--- src/rtl/clock_gate_ctrl.sv ---
`default_nettype none
// ============================================================================
// Module   : clock_gate_ctrl
// Purpose  : Enable sequencer for the LCB/BUFGCE clock gate. Gates the
//            downstream clock after a programmable idle period or on a
//            software request, and wakes it on activity or force. Enforces a
//            minimum off time and a settle delay before reporting ready.
//            All outputs are registered, so en is glitch-free at the CE pin.
// Options  : CLOCK_GATE_CTRL_STATS_EN - builds the gate_events/gated_cycles
//            statistics counters. Without it, both ports are tied to zero.
// Revision : 1.0 - initial release
// ============================================================================
module clock_gate_ctrl #(
    parameter int IDLE_W         = 16,
    parameter int SETTLE_CYCLES  = 4,
    parameter int MIN_OFF_CYCLES = 2
) (
    input  logic              clk,
    input  logic              resetn,
    input  logic              activity,
    input  logic              force_on,
    input  logic              sw_gate,
    input  logic [IDLE_W-1:0] idle_limit,
    output logic              en,
    output logic              clk_ready,
    output logic              gated,
    output logic [31:0]       gate_events,
    output logic [31:0]       gated_cycles
);

    localparam int SETTLE_W = $clog2(SETTLE_CYCLES + 1);
    localparam int OFF_W    = $clog2(MIN_OFF_CYCLES + 1);

    localparam logic [SETTLE_W-1:0] C_SETTLE_LAST = SETTLE_W'(SETTLE_CYCLES - 1);
    localparam logic [SETTLE_W-1:0] C_SETTLE_ONE  = SETTLE_W'(1);
    localparam logic [OFF_W-1:0]    C_OFF_MAX     = OFF_W'(MIN_OFF_CYCLES);
    localparam logic [OFF_W-1:0]    C_OFF_LAST    = OFF_W'(MIN_OFF_CYCLES - 1);
    localparam logic [OFF_W-1:0]    C_OFF_ONE     = OFF_W'(1);
    localparam logic [IDLE_W-1:0]   C_IDLE_ONE    = IDLE_W'(1);
    localparam logic [IDLE_W:0]     C_IDLE_ONE_X  = (IDLE_W+1)'(1);

    typedef enum logic [1:0] {
        ST_WAKE  = 2'd0,
        ST_RUN   = 2'd1,
        ST_DRAIN = 2'd2,
        ST_OFF   = 2'd3
    } state_t;

    state_t              state_q,      state_d;
    logic [SETTLE_W-1:0] settle_cnt_q, settle_cnt_d;
    logic [IDLE_W-1:0]   idle_cnt_q,   idle_cnt_d;
    logic [OFF_W-1:0]    off_cnt_q,    off_cnt_d;
    logic                wake_pend_q,  wake_pend_d;
    logic                en_q, clk_ready_q, gated_q;

    logic w_idle;
    logic w_limit_hit;
    logic w_gate_entry;

    assign w_idle = !activity && !force_on;

    // Widened compare so idle_cnt+1 cannot wrap when the counter is saturated.
    assign w_limit_hit = (idle_limit != '0) &&
                         (({1'b0, idle_cnt_q} + C_IDLE_ONE_X) >= {1'b0, idle_limit});

    // Next-state and counter updates for the gating sequencer.
    always_comb begin
        state_d      = state_q;
        settle_cnt_d = settle_cnt_q;
        idle_cnt_d   = idle_cnt_q;
        off_cnt_d    = off_cnt_q;
        wake_pend_d  = wake_pend_q;
        w_gate_entry = 1'b0;

        case (state_q)
            ST_WAKE: begin
                if (settle_cnt_q == C_SETTLE_LAST) begin
                    state_d      = ST_RUN;
                    settle_cnt_d = '0;
                end else begin
                    settle_cnt_d = settle_cnt_q + C_SETTLE_ONE;
                end
            end

            ST_RUN: begin
                if (w_idle) begin
                    idle_cnt_d = (idle_cnt_q == '1) ? idle_cnt_q : idle_cnt_q + C_IDLE_ONE;
                end else begin
                    idle_cnt_d = '0;
                end
                // A busy cycle beats sw_gate; the pulse is simply dropped.
                if (w_idle && (w_limit_hit || sw_gate)) begin
                    state_d = ST_DRAIN;
                end
            end

            ST_DRAIN: begin
                if (w_idle) begin
                    state_d      = ST_OFF;
                    off_cnt_d    = '0;
                    w_gate_entry = 1'b1;
                end else begin
                    state_d    = ST_RUN;
                    idle_cnt_d = '0;
                end
            end

            ST_OFF: begin
                off_cnt_d = (off_cnt_q == C_OFF_MAX) ? off_cnt_q : off_cnt_q + C_OFF_ONE;
                // Wake requests seen before the minimum off time are latched.
                if ((wake_pend_q || !w_idle) && (off_cnt_q >= C_OFF_LAST)) begin
                    state_d      = ST_WAKE;
                    wake_pend_d  = 1'b0;
                    settle_cnt_d = '0;
                end else if (!w_idle) begin
                    wake_pend_d = 1'b1;
                end
            end

            default: begin
                state_d = ST_WAKE;
            end
        endcase
    end

    // State, counters and registered output decode; reset keeps the clock running.
    always_ff @(posedge clk) begin
        if (!resetn) begin
            state_q      <= ST_WAKE;
            settle_cnt_q <= '0;
            idle_cnt_q   <= '0;
            off_cnt_q    <= '0;
            wake_pend_q  <= 1'b0;
            en_q         <= 1'b1;
            clk_ready_q  <= 1'b0;
            gated_q      <= 1'b0;
        end else begin
            state_q      <= state_d;
            settle_cnt_q <= settle_cnt_d;
            idle_cnt_q   <= idle_cnt_d;
            off_cnt_q    <= off_cnt_d;
            wake_pend_q  <= wake_pend_d;
            en_q         <= (state_d != ST_OFF);
            clk_ready_q  <= (state_d == ST_RUN);
            gated_q      <= (state_d == ST_OFF);
        end
    end

    assign en        = en_q;
    assign clk_ready = clk_ready_q;
    assign gated     = gated_q;

`ifdef CLOCK_GATE_CTRL_STATS_EN
    logic [31:0] gate_events_q;
    logic [31:0] gated_cycles_q;

    // Saturating statistics: OFF entries and cycles spent in OFF.
    always_ff @(posedge clk) begin
        if (!resetn) begin
            gate_events_q  <= '0;
            gated_cycles_q <= '0;
        end else begin
            if (w_gate_entry && (gate_events_q != '1)) begin
                gate_events_q <= gate_events_q + 32'd1;
            end
            if ((state_q == ST_OFF) && (gated_cycles_q != '1)) begin
                gated_cycles_q <= gated_cycles_q + 32'd1;
            end
        end
    end

    assign gate_events  = gate_events_q;
    assign gated_cycles = gated_cycles_q;
`else
    assign gate_events  = 32'd0;
    assign gated_cycles = 32'd0;
`endif

endmodule
`default_nettype wire

--- config.mk ---
export PLATFORM = sky130hd
export DESIGN_NAME = clock_gate_ctrl
export DESIGN_NICKNAME = d
export VERILOG_FILES = /design/src/rtl/clock_gate_ctrl.sv
export SDC_FILE = /design/constraint.sdc
export NUM_CORES = 1
export LEC_CHECK = 0
export BUFFER_PORTS_ARGS = -buffer_cell sky130_fd_sc_hd__buf_4
export CORE_MARGIN = 2
export CORE_UTILIZATION = 30
export DETAILED_ROUTE_END_ITERATION = 7
export PLACE_DENSITY_LB_ADDON = 0.2
export SLEW_MARGIN = 20
export SYNTH_ARGS = -nofsm -noshare
export SYNTH_HDL_FRONTEND = slang
export SYNTH_SLANG_ARGS = --single-unit
--- constraint.sdc ---
create_clock -name clk -period 2.93 [get_ports clk]
set_input_delay 0.879 -clock clk [delete_from_list [all_inputs] [get_ports clk]]
set_output_delay 0.879 -clock clk [all_outputs]
set_load 0.01 [all_outputs]
; ---- After elaboration in Yosys (flattened, before gate mapping)
; Index checks and enable logic that the tools add are counted.
; Widths: inputs -> output; s select.
[word_totals]
regBits = 27
input_bits = 21
output_inout_bits = 67
word_cells = 64
[classes]
n_addsub = 4
n_lt_le_gt_ge = 2
n_eq_ne = 15
muxes = 17
n_reduce_logical = 18
[ops]
columns = cell, count
row1 = $mux 16, 3
row2 = $pmux 16 s2, 1
row3 = $add 16x1->17 const B, 1
row4 = $ge 17x16->1, 1
row5 = $add 16x1->16 const B, 1
row6 = $eq 16x16->1 const B, 1
row7 = $reduce_bool 16->1, 1
row8 = $mux 2, 6
row9 = $ne 2x2->1 const B, 5
row10 = $eq 2x2->1 const B, 4
row11 = $pmux 2 s4, 1
row12 = $mux 3, 2
row13 = $pmux 3 s2, 1
row14 = $reduce_and 3->1, 2
row15 = $reduce_bool 2->1, 3
row16 = $eq 2x1->1 const B, 2
row17 = $logic_and 1x1->1, 4
row18 = $pmux 2 s2, 1
row19 = $reduce_and 2->1, 2
row20 = $add 3x1->3 const B, 1
row21 = $eq 3x2->1 const B, 1
row22 = $logic_not 1->1, 3
row23 = $ne 3x3->1 const B, 1
row24 = $add 2x1->2 const B, 1
row25 = 5 further kinds, 7

; ---- Logic depth before layout (Yosys ltp)
[depth]
depth_word = 8
depth_mapped = 13
ltp_nobuf = 12

; ---- Worst setup path before layout
; Ideal clock, no wire load.
[synth_timing]
kind = flip-flop to flip-flop
from = register idle_cnt_q[0]
to = register en_q (netlist: en)
arrival_time_ns = 2.811
required_ns = 2.809
slack_ns = -0.002
path_stages_with_launch = 13
n_path_buf = 1
synth_period_minus_slack_ns = 2.932
path_cell_list = dfxtp_1 > ha_1 > nand2_1 > or4_1 > buf_6 > nor2_1 > xor2_1 > ha_1 > a21o_1 > a211oi_1 > a31oi_2 > nor4_2 > inv_1
[synth_via]
elab_chain_cells = 8
[synth_rtl]
columns = item, line_no
row1 = "start, declared", 51  ; logic [IDLE_W-1:0] idle_cnt_q, idle_cnt_d;
row2 = "start signal, assigned", 140  ; idle_cnt_q <= idle_cnt_d;
row3 = $add 16x1->17, 64  ; (({1'b0, idle_cnt_q} + C_IDLE_ONE_X) >= {1'b0, idle_limit});
row4 = $ge 17x16->1, 64
row5 = $logic_and 1x1->1, 63  ; assign w_limit_hit = (idle_limit != '0) &&
row6 = $logic_or 1x1->1, 92  ; if (w_idle && (w_limit_hit || sw_gate)) begin
row7 = $logic_and 1x1->1, 92
row8 = $mux 2, 92
row9 = $pmux 2 s4, 75  ; case (state_q)
row10 = $ne 2x2->1, 143  ; en_q <= (state_d != ST_OFF);
row11 = "end signal, assigned", 143
row12 = "end, declared", 54  ; logic en_q, clk_ready_q, gated_q;
; No other way between the ends.
; A chain may end at the register's enable or synchronous reset.

; ---- Worst setup path in the final report
[layout_timing]
from = register idle_cnt_q[1]
to = register clk_ready_q (netlist: clk_ready)
[layout_via]
elab_chain_cells = 8
[layout_rtl]
columns = item, line_no
row1 = $add 16x1->17, 64
row2 = $ge 17x16->1, 64
row3 = $logic_and 1x1->1, 63
row4 = $logic_or 1x1->1, 92
row5 = $logic_and 1x1->1, 92
row6 = $mux 2, 92
row7 = $pmux 2 s4, 75
row8 = $eq 2x1->1, 144  ; clk_ready_q <= (state_d == ST_RUN);
row9 = "end signal, assigned", 144
row10 = "end, declared", 54
; No other way between the ends.

==> insert_results.sql <==
INSERT INTO impl_metrics (metric_group, metric, value, unit) VALUES
('worst_setup_path', 'crit_chain', 'ha_2 -> nand2_1 -> or4_4 -> nor2_2 -> xor2_1 -> ha_1 -> a21o_1 -> a211oi_2 -> a31oi_4 -> nor3_2 -> o21a_1', ''),
('logic_synthesis', 'yosysWarningCount', '0', ''),
('logic_synthesis', 'syn-mean-instance-area', '7.93', 'µm²'),
('place', 'detailedPlacementHpwl', '4200', 'µm'),
('cells_and_area', 'area_growth', '9.01', '%'),
('worst_setup_path', 'slowest_delay', '0.55', 'ns'),
('floorplanning', 'initial_core_utilization', '0.307', ''),
('global_routing', 'groute.usage.overall', '0.116', ''),
('sta', 'fin_tns_setup', '0', 'ns'),
('logic_synthesis', 'synth_top_cells_by_area', 'sky130_fd_sc_hd__dfxtp_1, sky130_fd_sc_hd__buf_4, sky130_fd_sc_hd__ha_1', ''),
('logic_synthesis', 'synth_top_cell_area_share', '0.215', ''),
('logic_synthesis', 'synth_flop_cell', 'sky130_fd_sc_hd__dfxtp_1', ''),
('sta', 'timing.hold.ws', '0.442', 'ns'),
('logic_synthesis', 'synth-edff-count', '0', ''),
('cells_and_area', 'drive_above_1_share', '0.179', ''),
('cells_and_area', 'num-nets-final', '393', ''),
('clocking', 'clock_tree.buffer_depth', '2', ''),
('logic_synthesis', 'yosys.area.top_type', 'sky130_fd_sc_hd__dfxtp_1', ''),
('logic_synthesis', 'seq_area_frac_synth', '0.215', ''),
('logic_synthesis', 'postSynthRegisterBits', '27', ''),
('sta', 'maxClockFrequency', '0.361', 'GHz'),
('min_path', 'worstHoldPathCells', '2', ''),
('job', 'maxCapViolCount', '0', ''),
('place', 'port_buffers', '23', ''),
('floorplanning', 'ports', '88', ''),
('route', 'drt_drc_violations_left', '0', ''),
('global_routing', 'grt_pass1_wl', '8370', 'µm'),
('power', 'power_density', '303', 'nW/µm²'),
('route', 'detailedRoute.firstIterationViolations', '102', ''),
('floorplanning', 'dieWidth', '95.5', 'µm'),
('route', 'route.final.wire_length', '5250', 'µm'),
('power', 'irDropWorstVdd', '0.145', 'mV'),
('logic_synthesis', 'synthCells', '317', ''),
('power', 'power_leakage', '1.26', 'nW'),
('worst_setup_path', 'worst-endpoint-required', '3.16', 'ns'),
('sta', 'clock_skew', '0.00408', 'ns'),
('worst_setup_path', 'reg2reg_depth', '11', ''),
('clocking', 'tritoncts', 'yes', ''),
('worst_setup_path', 'critical_path_cell_count', '11', ''),
('worst_setup_path', 'crit-reg2reg-launch', 'idle_cnt_q[1]', ''),
('sta', 'maxSlewHeadroom', '0.531', ''),
('sta', 'hold_viol_final', '0', ''),
('power', 'totalPowerFinal', '830', 'µW'),
('logic_synthesis', 'combined_area_of_all_synthesized_cells', '2510', 'µm²'),
('clocking', 'clock_tree.htree_level_count', '1', ''),
('min_path', 'hold_path.startpoint', 'settle_cnt_q[2]', ''),
('logic_synthesis', 'async_flop_share', '0', ''),
('status', 'status', 'finished, final reports clean', ''),
('floorplanning', 'floorplan.die_area', '9130', 'µm²'),
('worst_setup_path', 'worstSetupStartpointType', 'flop', ''),
('worst_setup_path', 'worst_setup_path_startpoint', 'idle_cnt_q[1]', ''),
('worst_setup_path', 'rr_endpoint', 'clk_ready', ''),
('worst_setup_path', 'worst-path-buf-inv', '0', ''),
('route', 'initial_drt_pass_iterations', '4', ''),
('clocking', 'root_buffer', 'sky130_fd_sc_hd__clkbuf_8', ''),
('clocking', 'cts_num_sinks', '27', ''),
('min_path', 'worstHoldEndpoint', 'settle_cnt_q[2]', ''),
('worst_setup_path', 'rrSetupSlack', '0.16', 'ns'),
('sta', 'grt_setup_unrepaired', 'false', ''),
('cells_and_area', 'diodes', '0', ''),
('route', 'antenna_left', '0', ''),
('route', 'num_vias', '1998', ''),
('cells_and_area', 'most-common-layout-cells', 'sky130_fd_sc_hd__conb_1, sky130_fd_sc_hd__buf_4, sky130_fd_sc_hd__dfxtp_1', ''),
('worst_setup_path', 'worst_path_max_delay_cell', 'sky130_fd_sc_hd__or4_4', ''),
('sta', 'setup_violations_final', '0', ''),
('clocking', 'postCtsSetupBuffers', '0', ''),
('worst_setup_path', 'critical_path_class', 'flop to flop', ''),
('cells_and_area', 'fin_util', '0.335', ''),
('sta', 'tightestPinTransition', '0.699', 'ns'),
('floorplanning', 'core_area', '8180', 'µm²'),
('clocking', 'clk-insertion-delay-late', '0.28', 'ns');
[through the flow]
| step | worst slack (ns) | instances | instance area, µm² |
|---|---|---|---|
| finish | 0.163 | 456 | 2740 |
| global route | 0.00112 | 456 | 2740 |
| CTS | 0.0608 | 456 | 2700 |
| detailed placement | 0.00172 | 452 | 2650 |
| global placement | 0.00166 | 452 | 2650 |
| floorplan | 0.0215 | 380 | 2750 |
[what timing repair did]
| action | in CTS | in global routing |
|---|---|---|
| endpoints found under the setup margin | 2 | 5 |
| gates resized for setup | 2 | 9 |
| hold buffers | 0 | 0 |
| pin swaps | 0 | 4 |
[synthesized netlist by cell type (5+ instances only)]
master                     number
sky130_fd_sc_hd__o21ai_0       18
sky130_fd_sc_hd__xor2_1         7
sky130_fd_sc_hd__nor2b_1       12
sky130_fd_sc_hd__nor2_1        11
sky130_fd_sc_hd__clkbuf_1       5
sky130_fd_sc_hd__xnor2_1        8
sky130_fd_sc_hd__nand3_1       10
sky130_fd_sc_hd__buf_4         65
sky130_fd_sc_hd__dfxtp_1       27
sky130_fd_sc_hd__and3_1         6
sky130_fd_sc_hd__nand4_1        6
sky130_fd_sc_hd__ha_1          20
sky130_fd_sc_hd__nor3_1         5
sky130_fd_sc_hd__inv_1         22
sky130_fd_sc_hd__a21oi_1       12
sky130_fd_sc_hd__nand2_1       21
[state kept, by name, summed over array words and instances (netlist names)]
signal        cells
settle_cnt_q      3
gated             1
en                1
wake_pend_q       1
idle_cnt_q       16
off_cnt_q         2
state_q           2
clk_ready         1
[cell type report]
cell class / count / area [µm²]
Multi-Input combinational cell: 259 / 1640
Clock inverter: 1 / 5.00
Timing Repair Buffer: 39 / 293
Fill cell: 884 / 5440
Sequential cell: 27 / 543
Inverter: 22 / 82.6
Clock buffer: 3 / 41.3
Tap cell: 105 / 131
[report_power, final]
group / switching, mW / internal [mW]
sequential: 0.0203 / 0.385
clock: 0.127 / 0.0955
combinational: 0.127 / 0.0749
total: 0.274 / 0.556
[per-layer routing]
layer	track usage	vias to the layer above	part of all wire
met2	0.197	57	0.45
met4	0.0286	0	0.0076
met3	0.0150	2	0.047
met1	0.156	907	0.49
met5	0	-	0
li1	-	1032	-
[worst min-delay path, stage by stage, from the launching register on]
cell and delay, ns:
sky130_fd_sc_hd__dfxtp_1 0.33, sky130_fd_sc_hd__nand2_1 0.05, sky130_fd_sc_hd__nor2_1 0.03
[how the worst max path moves through the flow]
stage | end | slack, ns
after global placement | en | 0.002
final | clk_ready | 0.16
after global routing | clk_ready | 0.001
after floorplan | en | 0.02
after detailed placement | en | 0.002
after CTS | en | 0.06
[cells by family (layout without fill, tap and decap cells)]
group	after synthesis	count (layout)	share of synthesized area
buffers and inverters	94	65	0.243
DFF	27	27	0.215
xor gates and xnor gates	15	15	0.0523
adders and majority gates	20	20	0.0996
other	1	64	0.00149
muxes	1	1	0.00398
AOI/OAI and AO/OA	59	59	0.161
and+or+nand+nor	100	100	0.223
Note: power is estimated with default switching activity, not from simulation.
